===== src/rtl/float_divider_e4m3_if.sv =====
// Request/result bundle for the sequential E4M3 divider.
// The master drives the operands and start; the slave returns ready, y and the valid pulse.
interface float_divider_e4m3_if;
    logic [7:0] a;
    logic [7:0] b;
    logic       start;
    logic       ready;
    logic [7:0] y;
    logic       is_output_valid;

    modport master (output a, b, start, input ready, y, is_output_valid);
    modport slave  (input a, b, start, output ready, y, is_output_valid);
endinterface


===== src/rtl/float_divider_e4m3.sv =====
// Sequential E4M3 divider y = a / b: restoring mantissa division (one quotient bit per cycle)
// followed by a single normalise/round/pack cycle. Latency is fixed for every operand pair.
module float_divider_e4m3 #(
    parameter int BIAS   = 7,
    parameter int Q_BITS = 6
) (
    input  logic                 clock,
    input  logic                 reset,
    float_divider_e4m3_if.slave  bus
);
    typedef enum logic [1:0] {S_IDLE, S_DIV, S_NORM, S_DONE} state_t;

    state_t      state_q;
    logic [7:0]  a_q, b_q;
    logic [4:0]  rem_q;
    logic [5:0]  q_q;
    logic [2:0]  cnt_q;
    logic [7:0]  y_q;
    logic        valid_q;
    logic        ready_q;

    // Restoring step: the remainder always stays below 2*mb, so 5 bits suffice.
    logic [4:0]  mb_ext;
    logic        ge;
    logic [4:0]  rem_sub;

    assign mb_ext  = {2'b01, b_q[2:0]};
    assign ge      = (rem_q >= mb_ext);
    assign rem_sub = ge ? (rem_q - mb_ext) : rem_q;

    logic              sign;
    logic              a_nan, b_nan, a_zero, b_zero;
    logic signed [6:0] e_d;
    logic [2:0]        m_d;
    logic              g_d, s_d, up_d;
    logic [6:0]        mag_d;
    logic [7:0]        res_d;

    assign sign   = a_q[7] ^ b_q[7];
    assign a_nan  = (a_q[6:0] == 7'h7F);
    assign b_nan  = (b_q[6:0] == 7'h7F);
    assign a_zero = (a_q[6:3] == 4'd0);
    assign b_zero = (b_q[6:3] == 4'd0);

    always_comb begin
        e_d = $signed({3'b000, a_q[6:3]}) - $signed({3'b000, b_q[6:3]}) + $signed(7'(BIAS));
        if (q_q[5]) begin
            m_d = q_q[4:2];
            g_d = q_q[1];
            s_d = q_q[0] | (rem_q != 5'd0);
        end else begin
            // Quotient below 1.0: q[4] is then guaranteed set, so shift by one and adjust exponent.
            m_d = q_q[3:1];
            g_d = q_q[0];
            s_d = (rem_q != 5'd0);
            e_d = e_d - 7'sd1;
        end
        up_d = g_d & (s_d | m_d[0]);
        if (up_d) begin
            if (m_d == 3'b111) begin
                m_d = 3'b000;
                e_d = e_d + 7'sd1;
            end else begin
                m_d = m_d + 3'd1;
            end
        end
        if ((e_d > 7'sd15) || ((e_d == 7'sd15) && (m_d == 3'b111))) begin
            mag_d = 7'h7E;
        end else if (e_d < 7'sd1) begin
            mag_d = 7'h00;
        end else begin
            mag_d = {e_d[3:0], m_d};
        end
        if (a_nan || b_nan || b_zero) begin
            res_d = {sign, 7'h7F};
        end else if (a_zero) begin
            res_d = {sign, 7'h00};
        end else begin
            res_d = {sign, mag_d};
        end
    end

    always_ff @(posedge clock) begin
        if (reset) begin
            state_q <= S_IDLE;
            a_q     <= 8'h00;
            b_q     <= 8'h00;
            rem_q   <= 5'd0;
            q_q     <= 6'd0;
            cnt_q   <= 3'd0;
            y_q     <= 8'h00;
            valid_q <= 1'b0;
            ready_q <= 1'b1;
        end else begin
            case (state_q)
                S_IDLE: begin
                    if (bus.start) begin
                        a_q     <= bus.a;
                        b_q     <= bus.b;
                        rem_q   <= {2'b01, bus.a[2:0]};
                        q_q     <= 6'd0;
                        cnt_q   <= 3'd0;
                        ready_q <= 1'b0;
                        state_q <= S_DIV;
                    end
                end
                S_DIV: begin
                    q_q   <= {q_q[4:0], ge};
                    rem_q <= {rem_sub[3:0], 1'b0};
                    cnt_q <= cnt_q + 3'd1;
                    if (cnt_q == 3'(Q_BITS - 1)) begin
                        state_q <= S_NORM;
                    end
                end
                S_NORM: begin
                    y_q     <= res_d;
                    valid_q <= 1'b1;
                    state_q <= S_DONE;
                end
                S_DONE: begin
                    valid_q <= 1'b0;
                    ready_q <= 1'b1;
                    state_q <= S_IDLE;
                end
                default: state_q <= S_IDLE;
            endcase
        end
    end

    assign bus.y               = y_q;
    assign bus.is_output_valid = valid_q;
    assign bus.ready           = ready_q;
endmodule

===== src/flat_wrapper.sv =====
// flat-port wrapper written by rule: the top's interface ports become plain ports
module float_divider_e4m3_flat 
#(
    parameter int BIAS   = 7,
    parameter int Q_BITS = 6
)
  (clock, reset, bus_a, bus_b, bus_start, bus_ready, bus_y, bus_is_output_valid);
  float_divider_e4m3_if bus_i ();
  input  logic clock;
  input  logic reset;
  input wire logic [$bits(bus_i.a)-1:0] bus_a;
  input wire logic [$bits(bus_i.b)-1:0] bus_b;
  input wire logic [$bits(bus_i.start)-1:0] bus_start;
  output wire logic [$bits(bus_i.ready)-1:0] bus_ready;
  output wire logic [$bits(bus_i.y)-1:0] bus_y;
  output wire logic [$bits(bus_i.is_output_valid)-1:0] bus_is_output_valid;
  assign bus_i.a = bus_a;
  assign bus_i.b = bus_b;
  assign bus_i.start = bus_start;
  assign bus_ready = bus_i.ready;
  assign bus_y = bus_i.y;
  assign bus_is_output_valid = bus_i.is_output_valid;
  float_divider_e4m3 #(.BIAS(BIAS), .Q_BITS(Q_BITS)) u_core (.clock(clock), .reset(reset), .bus(bus_i));
endmodule

===== config.mk =====
export PLATFORM = sky130hd
export DESIGN_NAME = float_divider_e4m3_flat
export DESIGN_NICKNAME = d
export VERILOG_FILES = /design/src/rtl/float_divider_e4m3_if.sv /design/src/rtl/float_divider_e4m3.sv /design/src/flat_wrapper.sv
export SDC_FILE = /design/constraint.sdc
export NUM_CORES = 1
export LEC_CHECK = 0
export BUFFER_PORTS_ARGS = -buffer_cell sky130_fd_sc_hd__buf_2
export CAP_MARGIN = 0
export CORE_UTILIZATION = 51
export CTS_CLUSTER_DIAMETER = 80
export DETAILED_ROUTE_END_ITERATION = 10
export GPL_TIMING_DRIVEN = 0
export HOLD_SLACK_MARGIN = 0.12
export PLACE_DENSITY = 0.74
export SLEW_MARGIN = 10
export SYNTH_ARGS = -nofsm -noshare
export SYNTH_HDL_FRONTEND = slang
export SYNTH_SLANG_ARGS = --single-unit

===== constraint.sdc =====
create_clock -name clock -period 3.45 [get_ports clock]
set_clock_uncertainty 0.15 [all_clocks]
set_input_delay 0.1725 -clock clock [delete_from_list [all_inputs] [get_ports clock]]
set_output_delay 0.1725 -clock clock [all_outputs]
set_load 0.02 [all_outputs]

==> reports/qor.csv <==
stage;metric;value;unit
outcome;status;finished, final reports clean;
timing;period_needed;3390;ps
hold_path;min_to;u_core.bus.is_output_valid$_SDFFE_PP0P_;
cells_and_area;layout_common_cells;nand2_1, dfxtp_1, nor2_1;
setup_path;cp.arrival;3410;ps
floorplanning;coreArea;0.00482;mm2
setup_path;reg2reg_to;u_core.bus.y[2]$_SDFFE_PP0P_;
cells_and_area;area_growth;24.7;%
timing;hold_viol;0;
clock_network;numCtsBuffers;5;
hold_path;min_path_cells;2;
grt;antenna_found_initial;0;
logic_synthesis;synth-compound-area-share;21.1;%
logic_synthesis;synth_edf_count;0;
timing;setup_viol;0;
cells_and_area;antenna_cells;0;
setup_path;critPathLaunchType;flip-flop;
route;drt-total-wl;5990;um
power;p_per_area;796;mW/mm2
hold_path;hold_class;in -> reg;
route;drc;0;
hold_path;hold_path_startpoint;reset;
cells_and_area;drive_above_1_share;20.1;%
cells_and_area;fin_util;67.1;%
floorplanning;initial_core_util;53.8;%
grt;grtUsageTotal;23.3;%
route;wl_per_cell;13.8;um
route;drtPass1Iterations;5;
power;pwr-share-clk;13.0;%
run;cap_violations;0;
power;max-vdd-ir-drop;0.391;mV
logic_synthesis;synth_seq_cells;42;
power;p_int;1.38;mW
placement;io_buffers;27;
logic_synthesis;synthMuxAreaShare;5.45;%
timing;relSlewSlack;57.1;%
route;ant_nets;0;
clock_network;clock_latency;290;ps
logic_synthesis;netlist_area;0.00259;mm2
setup_path;r2r_cells;14;
floorplanning;fp.dieW;73.3;um
clock_network;cts.path.max_buffers;2;
grt;grt_max_degree;16;
timing;fmax;295;MHz
timing;fin_crit_sh;98.3;%
setup_path;reg2reg_slack;60;ps
cells_and_area;fill_cells;423;
power;total_power;2.57;mW
power;p_leak;1.32;nW
grt;overflow;0;
logic_synthesis;synthAdderAreaFrac;10.7;%
logic_synthesis;postSynthCellCount;314;
setup_path;endpoint_kind;flip-flop;
setup_path;path_max_fanout;6;
grt;grt_pass1_wl;9830;um
cells_and_area;layout.nets;406;
power;p_seq_share;26.3;%
grt;grt_pass1_vias;2263;
power;p_sw_share;46.5;%
logic_synthesis;yosysWarningCount;0;
setup_path;crit_required;3470;ps
clock_network;clk_root_buffer_cell;clkbuf_8;
logic_synthesis;syn_area_per_cell;8.26;um2
logic_synthesis;synth_cell_types;57;
floorplanning;die_height;73.3;um
route;vias_per_cell;5.57;
logic_synthesis;synth_xor_area_share;3.96;%
floorplanning;io_pins;29;
timing;maxSlewViolCount;0;
route;vias;2421;
logic_synthesis;ys_seq_area_share;32.4;%
power;pwr-share-comb;60.7;%
cells_and_area;mostFrequentLayoutCell;nand2_1;
cells_and_area;regArea;846;um2
setup_path;critPathKind;reg -> reg;
clock_network;cts_sinks;42;
timing;whs;231;ps
logic_synthesis;synth-simple-area-share;21.4;%
clock_network;cts_tree;built;
placement;hpwl;4150;um
timing;timing_worst_slew_pin_value;638;ps
floorplanning;die_area;0.00537;mm2
logic_synthesis;async_flop_share;0;%
floorplanning;placementRows;25;
logic_synthesis;synth_top_family_by_area;simple AND/OR/NAND/NOR gates;
power;p_sw;1.20;mW
logic_synthesis;synth_nets;353;
clock_network;clk_pin_slew;90;ps
setup_path;r2r-start;u_core.a_q[3]$_SDFFE_PP0P_;
placement;place_congestion;0.813;
clock_network;h-tree-depth;2;
cells_and_area;multi_input_area;0.00176;mm2
logic_synthesis;ys.flop_type;dfxtp_1;
route;drt_iter0_markers;116;
## cell families after synthesis
| logic type | Yosys count |
|---|---|
| flops | 42 |
| buf+inv | 32 |
| xor+xnor | 10 |
| fa+ha+maj | 21 |
| mux | 12 |
| simple gates | 120 |
| compound gates | 77 |
## sequential cells by signal, summed over array words and instances (netlist names)
name                        count
u_core.bus.is_output_valid      1
u_core.state_q                  2
u_core.bus.ready                1
u_core.b_q                      8
u_core.a_q                      8
u_core.bus.y                    8
u_core.q_q                      6
u_core.cnt_q                    3
u_core.rem_q                    5
## through the flow
stage	area (um2)	worst slack [ps]	std cells	TNS, ps
floorplan	2590	82.2	314	0
global placement	2810	-147	408	-962
detailed placement	2810	-212	408	-1370
CTS	3080	7.90	432	0
global route	3230	-35.3	435	-220
finish	3230	59.9	435	0
## power groups by stage
stage	Clock [mW]	Sequential [mW]	Combinational (mW)
after floorplan	0	0.719	1.01
after global placement	0	0.683	1.29
after detailed placement	0	0.686	1.32
after CTS	0.342	0.675	1.36
after global routing	0.361	0.694	1.73
final	0.333	0.677	1.56
## synthesized netlist by cell type (all sizes together) (3+ instances only)
cell type,number,area [um2]
dfxtp,42,841
nand2,41,154
nor2,39,146
a21oi,27,139
inv,19,71.3
ha,18,225
clkbuf,11,41.3
a211oi,10,75.1
a22oi,9,67.6
nor3,8,45.0
mux2i,7,70.1
o21ai,7,35.0
nand2b,6,37.5
xnor2,6,52.6
or3,5,31.3
mux2,4,48.8
and2,3,18.8
nand3,3,15.0
nor2b,3,18.8
o21bai,3,22.5
xor2,3,26.3
## what timing repair did
item                                    in CTS  in global routing
setup buffers                                0                  3
pin swaps                                    3                  9
endpoints found under the setup margin       7                  7
gates resized for setup                      5                 26
hold buffers                                16                  0
endpoints found under the hold margin       19                  0
## layout make-up
type	count	share of cell area [%]
Clock inverter	3	0.735
Multi-Input combinational cell	240	54.4
Buffer	13	1.82
Timing Repair Buffer	46	9.95
Tap cell	67	2.59
Clock buffer	5	2.13
Inverter	19	2.21
Sequential cell	42	26.2
## worst max path at each step
| stage | startpoint | endpoint | depth (start not counted) | slack, ps |
|---|---|---|---|---|
| 2_1_floorplan | u_core.a_q[3]$_SDFFE_PP0P_ | u_core.bus.y[6]$_SDFFE_PP0P_ | 13 | 80 |
| 3_3_place_gp | u_core.a_q[3]$_SDFFE_PP0P_ | u_core.bus.y[6]$_SDFFE_PP0P_ | 13 | -150 |
| 3_5_place_dp | u_core.a_q[3]$_SDFFE_PP0P_ | u_core.bus.y[3]$_SDFFE_PP0P_ | 13 | -210 |
| 4_1_cts | u_core.a_q[3]$_SDFFE_PP0P_ | u_core.bus.y[3]$_SDFFE_PP0P_ | 13 | 8 |
| 5_1_grt | u_core.a_q[3]$_SDFFE_PP0P_ | u_core.bus.y[6]$_SDFFE_PP0P_ | 14 | -40 |
| 6_report | u_core.a_q[3]$_SDFFE_PP0P_ | u_core.bus.y[2]$_SDFFE_PP0P_ | 14 | 60 |
## routing by layer
layer | global-route usage [%] | routed length, um | vias to the layer above
met5 | 0 | 0 | -
met4 | 5.34 | 42 | 0
met3 | 3.70 | 200 | 4
met2 | 41.6 | 3000 | 49
met1 | 29.6 | 2750 | 1146
li1 | - | - | 1222
## worst max-delay path: stages, from the launching register on
cell      delay [ps]
dfxtp_2          340
inv_2             60
ha_4             120
inv_2             40
fa_1             570
inv_2             70
ha_4             160
xnor3_2          290
xnor2_4          170
or3_4            410
or3_4            390
a21oi_4          150
o31a_1           140
buf_6            130
a211oi_1          60
Note: power is estimated with default switching activity, not from simulation.
